--- src/rtl/cache_mem_arbiter.sv ---
`timescale 1ns/1ps
// cache_mem_arbiter
// Shares the single external memory port between the I-cache refill path
// and the D-cache refill/writeback path. A granted requester owns the port
// for one whole-line burst. That burst is a command, then BURST_LEN read or write beats,
// then a one-cycle done pulse.
//
// Ports:
//   clk, rst_n                   clock, asynchronous active-low reset
//   i_req/i_addr                 I-cache line read request
//   i_gnt/i_rvalid/i_rdata/i_done  I-cache grant, read beats, completion
//   d_req/d_we/d_addr/d_wdata    D-cache request (we=1 writeback)
//   d_gnt/d_wready/d_rvalid/d_rdata/d_done  D-cache grant, beats, completion
//   mem_req/mem_we/mem_addr/mem_wdata  memory command and write data
//   mem_ready/mem_rvalid/mem_rdata     memory handshake and read data
//
// Build option: define MEM_ARB_RR_EN for round-robin tie breaking. Without it,
// the D-cache always wins a simultaneous request.
module cache_mem_arbiter #(
  parameter int unsigned ADDR_WIDTH = 32,
  parameter int unsigned DATA_WIDTH = 32,
  parameter int unsigned BURST_LEN  = 4
) (
  input  logic                  clk,
  input  logic                  rst_n,
  input  logic                  i_req,
  input  logic [ADDR_WIDTH-1:0] i_addr,
  output logic                  i_gnt,
  output logic                  i_rvalid,
  output logic [DATA_WIDTH-1:0] i_rdata,
  output logic                  i_done,
  input  logic                  d_req,
  input  logic                  d_we,
  input  logic [ADDR_WIDTH-1:0] d_addr,
  input  logic [DATA_WIDTH-1:0] d_wdata,
  output logic                  d_gnt,
  output logic                  d_wready,
  output logic                  d_rvalid,
  output logic [DATA_WIDTH-1:0] d_rdata,
  output logic                  d_done,
  output logic                  mem_req,
  output logic                  mem_we,
  output logic [ADDR_WIDTH-1:0] mem_addr,
  output logic [DATA_WIDTH-1:0] mem_wdata,
  input  logic                  mem_ready,
  input  logic                  mem_rvalid,
  input  logic [DATA_WIDTH-1:0] mem_rdata
);

  localparam int unsigned CNT_W = $clog2(BURST_LEN);

  typedef enum logic [2:0] {
    S_IDLE,
    S_CMD,
    S_READ,
    S_WRITE,
    S_DONE
  } state_t;

  typedef enum logic {
    OWN_I = 1'b0,
    OWN_D = 1'b1
  } owner_t;

  state_t           state_q, state_d;
  owner_t           owner_q, owner_d;
  owner_t           last_q, last_d;
  owner_t           winner;
  logic [CNT_W-1:0] cnt_q, cnt_d;
  logic             last_beat;
  logic             own_d;

  assign own_d     = (owner_q == OWN_D);
  assign last_beat = (cnt_q == CNT_W'(BURST_LEN - 1));

  // A lone requester always wins; only a tie depends on the build option.
  always_comb begin
`ifdef MEM_ARB_RR_EN
    if (i_req && d_req) begin
      winner = (last_q == OWN_D) ? OWN_I : OWN_D;
    end else begin
      winner = d_req ? OWN_D : OWN_I;
    end
`else
    winner = d_req ? OWN_D : OWN_I;
`endif
  end

  always_ff @(posedge clk or negedge rst_n) begin
    if (!rst_n) begin
      state_q <= S_IDLE;
      owner_q <= OWN_I;
      last_q  <= OWN_I;
      cnt_q   <= '0;
    end else begin
      state_q <= state_d;
      owner_q <= owner_d;
      last_q  <= last_d;
      cnt_q   <= cnt_d;
    end
  end

  // All outputs decode from registered state so reset forces them low at once.
  // Read data is passed through only while the owner is in READ.
  always_comb begin
    state_d   = state_q;
    owner_d   = owner_q;
    last_d    = last_q;
    cnt_d     = cnt_q;
    i_gnt     = 1'b0;
    i_rvalid  = 1'b0;
    i_rdata   = '0;
    i_done    = 1'b0;
    d_gnt     = 1'b0;
    d_wready  = 1'b0;
    d_rvalid  = 1'b0;
    d_rdata   = '0;
    d_done    = 1'b0;
    mem_req   = 1'b0;
    mem_we    = 1'b0;
    mem_addr  = '0;
    mem_wdata = '0;

    if (state_q != S_IDLE) begin
      i_gnt = !own_d;
      d_gnt = own_d;
    end

    case (state_q)
      S_IDLE: begin
        if (i_req || d_req) begin
          owner_d = winner;
          state_d = S_CMD;
        end
      end
      S_CMD: begin
        mem_req  = 1'b1;
        mem_addr = own_d ? d_addr : i_addr;
        mem_we   = own_d && d_we;
        if (mem_ready) begin
          cnt_d   = '0;
          state_d = (own_d && d_we) ? S_WRITE : S_READ;
        end
      end
      S_READ: begin
        if (own_d) begin
          d_rvalid = mem_rvalid;
          d_rdata  = mem_rdata;
        end else begin
          i_rvalid = mem_rvalid;
          i_rdata  = mem_rdata;
        end
        if (mem_rvalid) begin
          cnt_d = cnt_q + CNT_W'(1);
          if (last_beat) begin
            state_d = S_DONE;
          end
        end
      end
      S_WRITE: begin
        mem_wdata = d_wdata;
        d_wready  = mem_ready;
        if (mem_ready) begin
          cnt_d = cnt_q + CNT_W'(1);
          if (last_beat) begin
            state_d = S_DONE;
          end
        end
      end
      S_DONE: begin
        i_done  = !own_d;
        d_done  = own_d;
        last_d  = owner_q;
        state_d = S_IDLE;
      end
      default: begin
        state_d = S_IDLE;
      end
    endcase
  end

endmodule
--- config.mk ---
export PLATFORM = sky130hd
export DESIGN_NAME = cache_mem_arbiter
export DESIGN_NICKNAME = d
export VERILOG_FILES = /design/src/rtl/cache_mem_arbiter.sv
export SDC_FILE = /design/constraint.sdc
export NUM_CORES = 1
export LEC_CHECK = 0
export ABC_CLOCK_PERIOD_IN_PS = 1600
export BUFFER_PORTS_ARGS = -buffer_cell sky130_fd_sc_hd__buf_4
export CAP_MARGIN = 30
export CORE_AREA = 2 2 105 107
export CTS_CLUSTER_SIZE = 40
export DETAILED_ROUTE_END_ITERATION = 7
export DIE_AREA = 0 0 107 109
export GPL_TIMING_DRIVEN = 0
export PLACE_DENSITY = 0.59
export SYNTH_ARGS = -nofsm -noshare
export SYNTH_HDL_FRONTEND = slang
export SYNTH_SLANG_ARGS = --single-unit
--- constraint.sdc ---
create_clock -name clk -period 1.6 [get_ports clk]
set_input_delay 0.08 -clock clk [delete_from_list [all_inputs] [get_ports clk]]
set_output_delay 0.08 -clock clk [all_outputs]
set_load 0.02 [all_outputs]
==> flow_summary.json, run 1 <==
{
  "status": "finished with violations",
  "violations": "setup timing",
  "hold_slack_ns": 0.0892,
  "final.period_utilization_pct": 105,
  "worst_pin_slew_ns": 0.281,
  "dr.pass1.iters": 4,
  "final_cell_mix": "237 x buf_4, 67 x buf_6, 47 x and2_4, 35 x nor2_1, 33 x and3_1",
  "power_frac_comb_pct": 91.9,
  "worstPathArrival_ns": 1.60,
  "ant_nets": 0,
  "root_buffer": "clkbuf_8",
  "area_growth_pct": 170,
  "power.density_mw_per_mm2": 1590,
  "max-vdd-ir-drop_v": 0.000597,
  "clkPwrFrac_pct": 3.3,
  "seq_area_frac_synth_pct": 9.02,
  "grt_pass1_vias": 2493,
  "io_buffers": 271,
  "grt_max_degree": 11,
  "yosys_register_bits": 6,
  "crit_chain": "buf_6 > and4bb_4 > buf_6 > and2_4 > buf_6",
  "p_sw_mw": 3.38,
  "globalRouteOverflowTotal": 0,
  "core_mm2": 0.0106,
  "antenna_found_initial": 0,
  "start_util_pct": 15.7,
  "slowest_delay_ns": 0.42,
  "clk_pin_slew_worst_paths_ns": 0.04,
  "hold_viol_final": 0,
  "die_h_um": 109,
  "place_congestion": 0.744,
  "total_power_mw": 7.12,
  "final_common_cell": "buf_4",
  "crit_type": "reg -> out",
  "dr.first_iter.drc_count": 54,
  "routed_wl_um": 8950,
  "cts_buffer_depth": 2,
  "swShare_pct": 47.4,
  "holdCritPathClass": "in -> reg",
  "grt_util_all_layers_pct": 11.8,
  "maxSlewHeadroom_pct": 81.3,
  "setup_violations": 42,
  "ios": 272,
  "cts_inserted_buffers": 3,
  "htreeDepth": 1,
  "synthCells": 230,
  "worstPathRequired_ns": 1.52,
  "dp_hpwl_um": 6760,
  "viasPerCell": 4.12,
  "die_area_mm2": 0.0117,
  "synth_area_per_cell_um2": 7.24,
  "fin_setup_tns_ns": -1.91,
  "fin_skew_ns": 0.00145,
  "drc": 0,
  "critical_path_buf_inv_count": 3,
  "cts_tree": "built",
  "post_synth_instance_area_mm2": 0.00166,
  "power.internal_mw": 3.74,
  "antenna_cells": 0,
  "crit_family": "simple AND/OR/NAND/NOR gates",
  "cpMostUsedCell": "buf_6",
  "p_leak_nw": 2.55,
  "max_freq_mhz": 596,
  "maxCapViolCount": 0,
  "wl_per_cell_um": 13.5,
  "nNetsFinal": 661,
  "pwr-share-seq_pct": 4.8,
  "ys_types": 33,
  "post_dp_cell_area_mm2": 0.00387,
  "yosys_warnings": 0,
  "startpoint_type": "flip-flop",
  "drive_above_1_share_pct": 71.7,
  "final_util_pct": 42.3,
  "rsz0062_at_grt": "yes",
  "clock_latency_ns": 0.23,
  "fin_ws_ns": -0.0773,
  "end_kind": "output pin",
  "via_count": 2733,
  "crit_path_top_delay_cell": "and4bb_4",
  "period_minus_slack_ns": 1.68,
  "grt_pass1_wl_um": 11300,
  "finalInstanceArea_mm2": 0.00449,
  "syn-num-nets": 366,
  "num_rows": 38,
  "drv_slew": 0,
  "cp_max_fo": 6,
  "fp.dieW_um": 107,
  "clock-sinks": 6
}
==> Yosys cell counts <==
master	n	area, µm²
clkbuf_1	5	18.8
mux2i_1	32	320
nand4b_1	1	8.76
nand3b_1	1	7.51
nor3_2	1	10.0
nand2_1	6	22.5
nor2_1	36	135
a21oi_1	2	10.0
nor3_1	1	5.00
inv_1	3	11.3
buf_4	2	15.0
a22oi_1	1	7.51
nor2b_4	1	13.8
a31oi_1	1	6.26
o21ai_0	2	10.0
and2_1	66	413
a22o_1	1	8.76
nor4b_4	1	23.8
o211ai_1	1	7.51
and4b_1	1	10.0
and3_1	33	206
xor2_1	1	8.76
nor2b_1	2	12.5
and4bb_4	1	16.3
a211o_1	1	8.76
nor4b_1	1	8.76
buf_2	5	25.0
mux2_2	1	11.3
nor4_1	1	6.26
buf_6	11	124
a32oi_1	1	8.76
ha_1	1	12.5
dfrtp_1	6	150
==> through the flow <==
stage / setup slack, ns / instances
floorplan: 0.0522 / 230
global placement: 0.0740 / 641
detailed placement: 0.0328 / 641
CTS: -0.101 / 649
global route: -0.129 / 663
finish: -0.0773 / 663
==> power groups by stage <==
stage	combinational (mW)	clock (mW)	sequential, mW
3_3_place_gp	5.41	0	0.308
6_report	6.54	0.233	0.344
5_1_grt	6.99	0.242	0.356
4_1_cts	5.67	0.230	0.314
2_1_floorplan	3.33	0	0.293
3_5_place_dp	5.44	0	0.314
==> cells by family after synthesis <==
group / synth area share [%]
XOR/XNOR: 0.526
multiplexers: 19.9
AO/OA/AOI/OAI: 4.06
flip-flops: 9.02
adder cells (fa/ha/maj): 0.752
AND/OR/NAND/NOR: 54.1
buffers and inverters: 11.7
==> timing repair <==
item,in CTS,in global routing
pin swaps,7,36
hold endpoints to repair,6,0
gates cloned,1,9
hold buffers,1,0
setup buffers,3,5
endpoints found under the setup margin,114,121
gates resized for setup,32,112
==> state kept, by name, summed over array words and instances, names as in the netlist <==
name,cells
state_q,3
own_d,1
cnt_q,2
==> final timing paths <==
path / start / end / slack [ns] / cells past startpoint
min reg2reg: cnt_q[0] / cnt_q[0] / 0.50 / 1
min in group asynchronous: rst_n / state_q[2] / 0.19 / 2
max: state_q[2] / d_rdata[22] / -0.08 / 5
max reg2reg: state_q[0] / cnt_q[0] / 0.23 / 5
min: d_req / own_d / 0.09 / 2
max in group asynchronous: rst_n / state_q[0] / 1.28 / 2
==> routing by layer <==
metal / wire [µm] / up-vias / global-route usage [%] / part of all wire [%]
met5: 0 / - / 0 / 0
met4: 53 / 0 / 2.69 / 0.59
met3: 789 / 6 / 2.39 / 8.8
met2: 4930 / 148 / 24.5 / 55
met1: 3180 / 1220 / 12.0 / 36
li1: - / 1359 / - / -
==> final cells by class <==
class / instances / area, µm²
well taps: 140 / 175
inverters: 3 / 11.3
fillers: 1070 / 6110
multi-input cells: 199 / 1500
clock buffers: 3 / 41.3
flip-flops and latches: 6 / 154
repair buffers: 289 / 2380
plain buffers: 23 / 229
No activity file was read; power rests on OpenSTA's default activity.
==> run 2, diff against run 1 <==
--- a/config.mk
+++ b/config.mk
@@ -5,10 +5,11 @@
 export SDC_FILE = /design/constraint.sdc
 export NUM_CORES = 1
 export LEC_CHECK = 0
-export ABC_CLOCK_PERIOD_IN_PS = 1600
+export ABC_CLOCK_PERIOD_IN_PS = 1950
 export BUFFER_PORTS_ARGS = -buffer_cell sky130_fd_sc_hd__buf_4
 export CAP_MARGIN = 30
 export CORE_AREA = 2 2 105 107
+export CTS_BUF_LIST = sky130_fd_sc_hd__clkbuf_16
 export CTS_CLUSTER_SIZE = 40
 export DETAILED_ROUTE_END_ITERATION = 7
 export DIE_AREA = 0 0 107 109
==> constraint.sdc (replaced) <==
create_clock -name clk -period 1.95 [get_ports clk]
set_input_delay 0.0975 -clock clk [delete_from_list [all_inputs] [get_ports clk]]
set_output_delay 0.0975 -clock clk [all_outputs]
set_load 0.02 [all_outputs]
==> run 2 against run 1 <==
The flow now finishes without violations; sequential share of layout area increased by 0.36 points; sequential power down 27%; global-route usage down 0.35 points; worst hold slack improved by 0.024 ns; register-to-register slack better by 0.42 ns.
==> flow_summary.json, run 2 (synthesis results as in run 1) <==
{
  "crit_family": "simple AND/OR/NAND/NOR gates",
  "layout.cells.non_filler": 645,
  "clock_latency_ns": 0.23,
  "critical_path_buf_inv_count": 2,
  "multi_input_area_mm2": 0.00132,
  "grt_pass1_vias": 2423,
  "ff_latch_area_um2": 150,
  "worst_pin_slew_ns": 0.522,
  "fillers": 1098,
  "grt_util_all_layers_pct": 11.5,
  "fin_skew_ns": 0.000551,
  "drv_slew": 0,
  "dr.pass1.iters": 4,
  "fp.dieW_um": 107,
  "r2r_slack_ns": 0.65,
  "cts_resized": 0,
  "setup_violations": 0,
  "power.density_mw_per_mm2": 1260,
  "num_rows": 38,
  "crit_type": "reg -> out",
  "p_leak_nw": 2.32,
  "final.period_utilization_pct": 90.8,
  "dp_cells": 641,
  "hold_slack_ns": 0.113,
  "root_buffer": "clkbuf_16",
  "fin_ws_ns": 0.180,
  "globalRouteOverflowTotal": 0,
  "cp_max_fo": 10,
  "place_ws_ns": 0.365,
  "period_minus_slack_ns": 1.77,
  "worstPathRequired_ns": 1.85,
  "holdCritPathClass": "in -> reg",
  "via_count": 2613,
  "fin_setup_tns_ns": 0,
  "crit_path_top_delay_cell": "nor4b_4",
  "r2r-start": "state_q[1]",
  "io_buffers": 271,
  "ant_nets": 0,
  "hold_start": "d_req",
  "startpoint_type": "flip-flop",
  "grt_max_degree": 11,
  "core_mm2": 0.0106,
  "post_dp_cell_area_mm2": 0.00387,
  "maxCapViolCount": 0,
  "wl_per_cell_um": 12.2,
  "hold_viol_final": 0,
  "dr.first_iter.drc_count": 61,
  "end_kind": "output pin",
  "cts_buffer_depth": 2,
  "drive_above_1_share_pct": 58.8,
  "cts_hold_buf": 1,
  "finalInstanceArea_mm2": 0.00396,
  "dp_hpwl_um": 6760,
  "htreeDepth": 1,
  "maxSlewHeadroom_pct": 65.1,
  "post-cts-setup-buffers": 0,
  "grt_pass1_wl_um": 11000,
  "clock-sinks": 6,
  "die_area_mm2": 0.0117,
  "clk_pin_slew_worst_paths_ns": 0.03,
  "area_growth_pct": 138,
  "crit_start": "own_d",
  "total_power_mw": 5.00,
  "ios": 272,
  "max_freq_mhz": 565,
  "cts_tree": "built",
  "start_util_pct": 15.7,
  "routed_wl_um": 7840,
  "antenna_found_initial": 0,
  "nNetsFinal": 643,
  "final_cell_mix": "273 x buf_4, 66 x and2_1, 36 x nor2_1, 33 x and3_1, 32 x mux2i_1",
  "largest_register_ffs": 3,
  "drc": 0,
  "worstPathArrival_ns": 1.67,
  "die_h_um": 109,
  "antenna_cells": 0,
  "cts_inserted_buffers": 3,
  "final_common_cell": "buf_4",
  "final_util_pct": 37.3,
  "status": "completed",
  "slowest_delay_ns": 0.53,
  "rsz0062_at_grt": "no",
  "viasPerCell": 4.05,
  "place_congestion": 0.744,
  "crit_chain": "nor4b_4 > buf_6 > and2_1 > buf_4",
  "top_register": "state_q",
  "max-vdd-ir-drop_v": 0.000546
}
## run 2: cell type report
cell class	instances	area share [%]
buffer	23	4.61
sequential	6	3.79
clock buffer	3	1.90
multi-input combinational	198	33.3
timing repair buffer	272	51.6
tap	140	4.42
inverter	3	0.284
## run 2: path summary, 6_finish.rpt
| kind | cells after the start | end |
|---|---|---|
| max in group asynchronous | 2 | state_q[0] |
| max | 4 | i_rdata[24] |
| min | 2 | own_d |
| max reg2reg | 4 | own_d |
| min reg2reg | 1 | cnt_q[0] |
| min in group asynchronous | 2 | cnt_q[0] |
## run 2: where the power goes
part | total [mW] | switching [mW] | internal [mW]
Sequential | 0.252 | 0.0671 | 0.185
Combinational | 4.41 | 2.36 | 2.05
Clock | 0.332 | 0.0685 | 0.263
## run 2: routing by layer
metal	vias to the layer above	track usage (%)	wire length, µm
li1	1314	-	-
met1	1150	11.6	2740
met2	143	23.9	4310
met4	0	2.50	53
met3	6	2.27	736
met5	-	0	0
## run 2: worst reg2reg max path, stage by stage, from the launching register on
cell	delay (ns)
dfrtp_1	0.41
buf_2	0.21
nor3_2	0.29
nand2_1	0.09
a22o_1	0.18
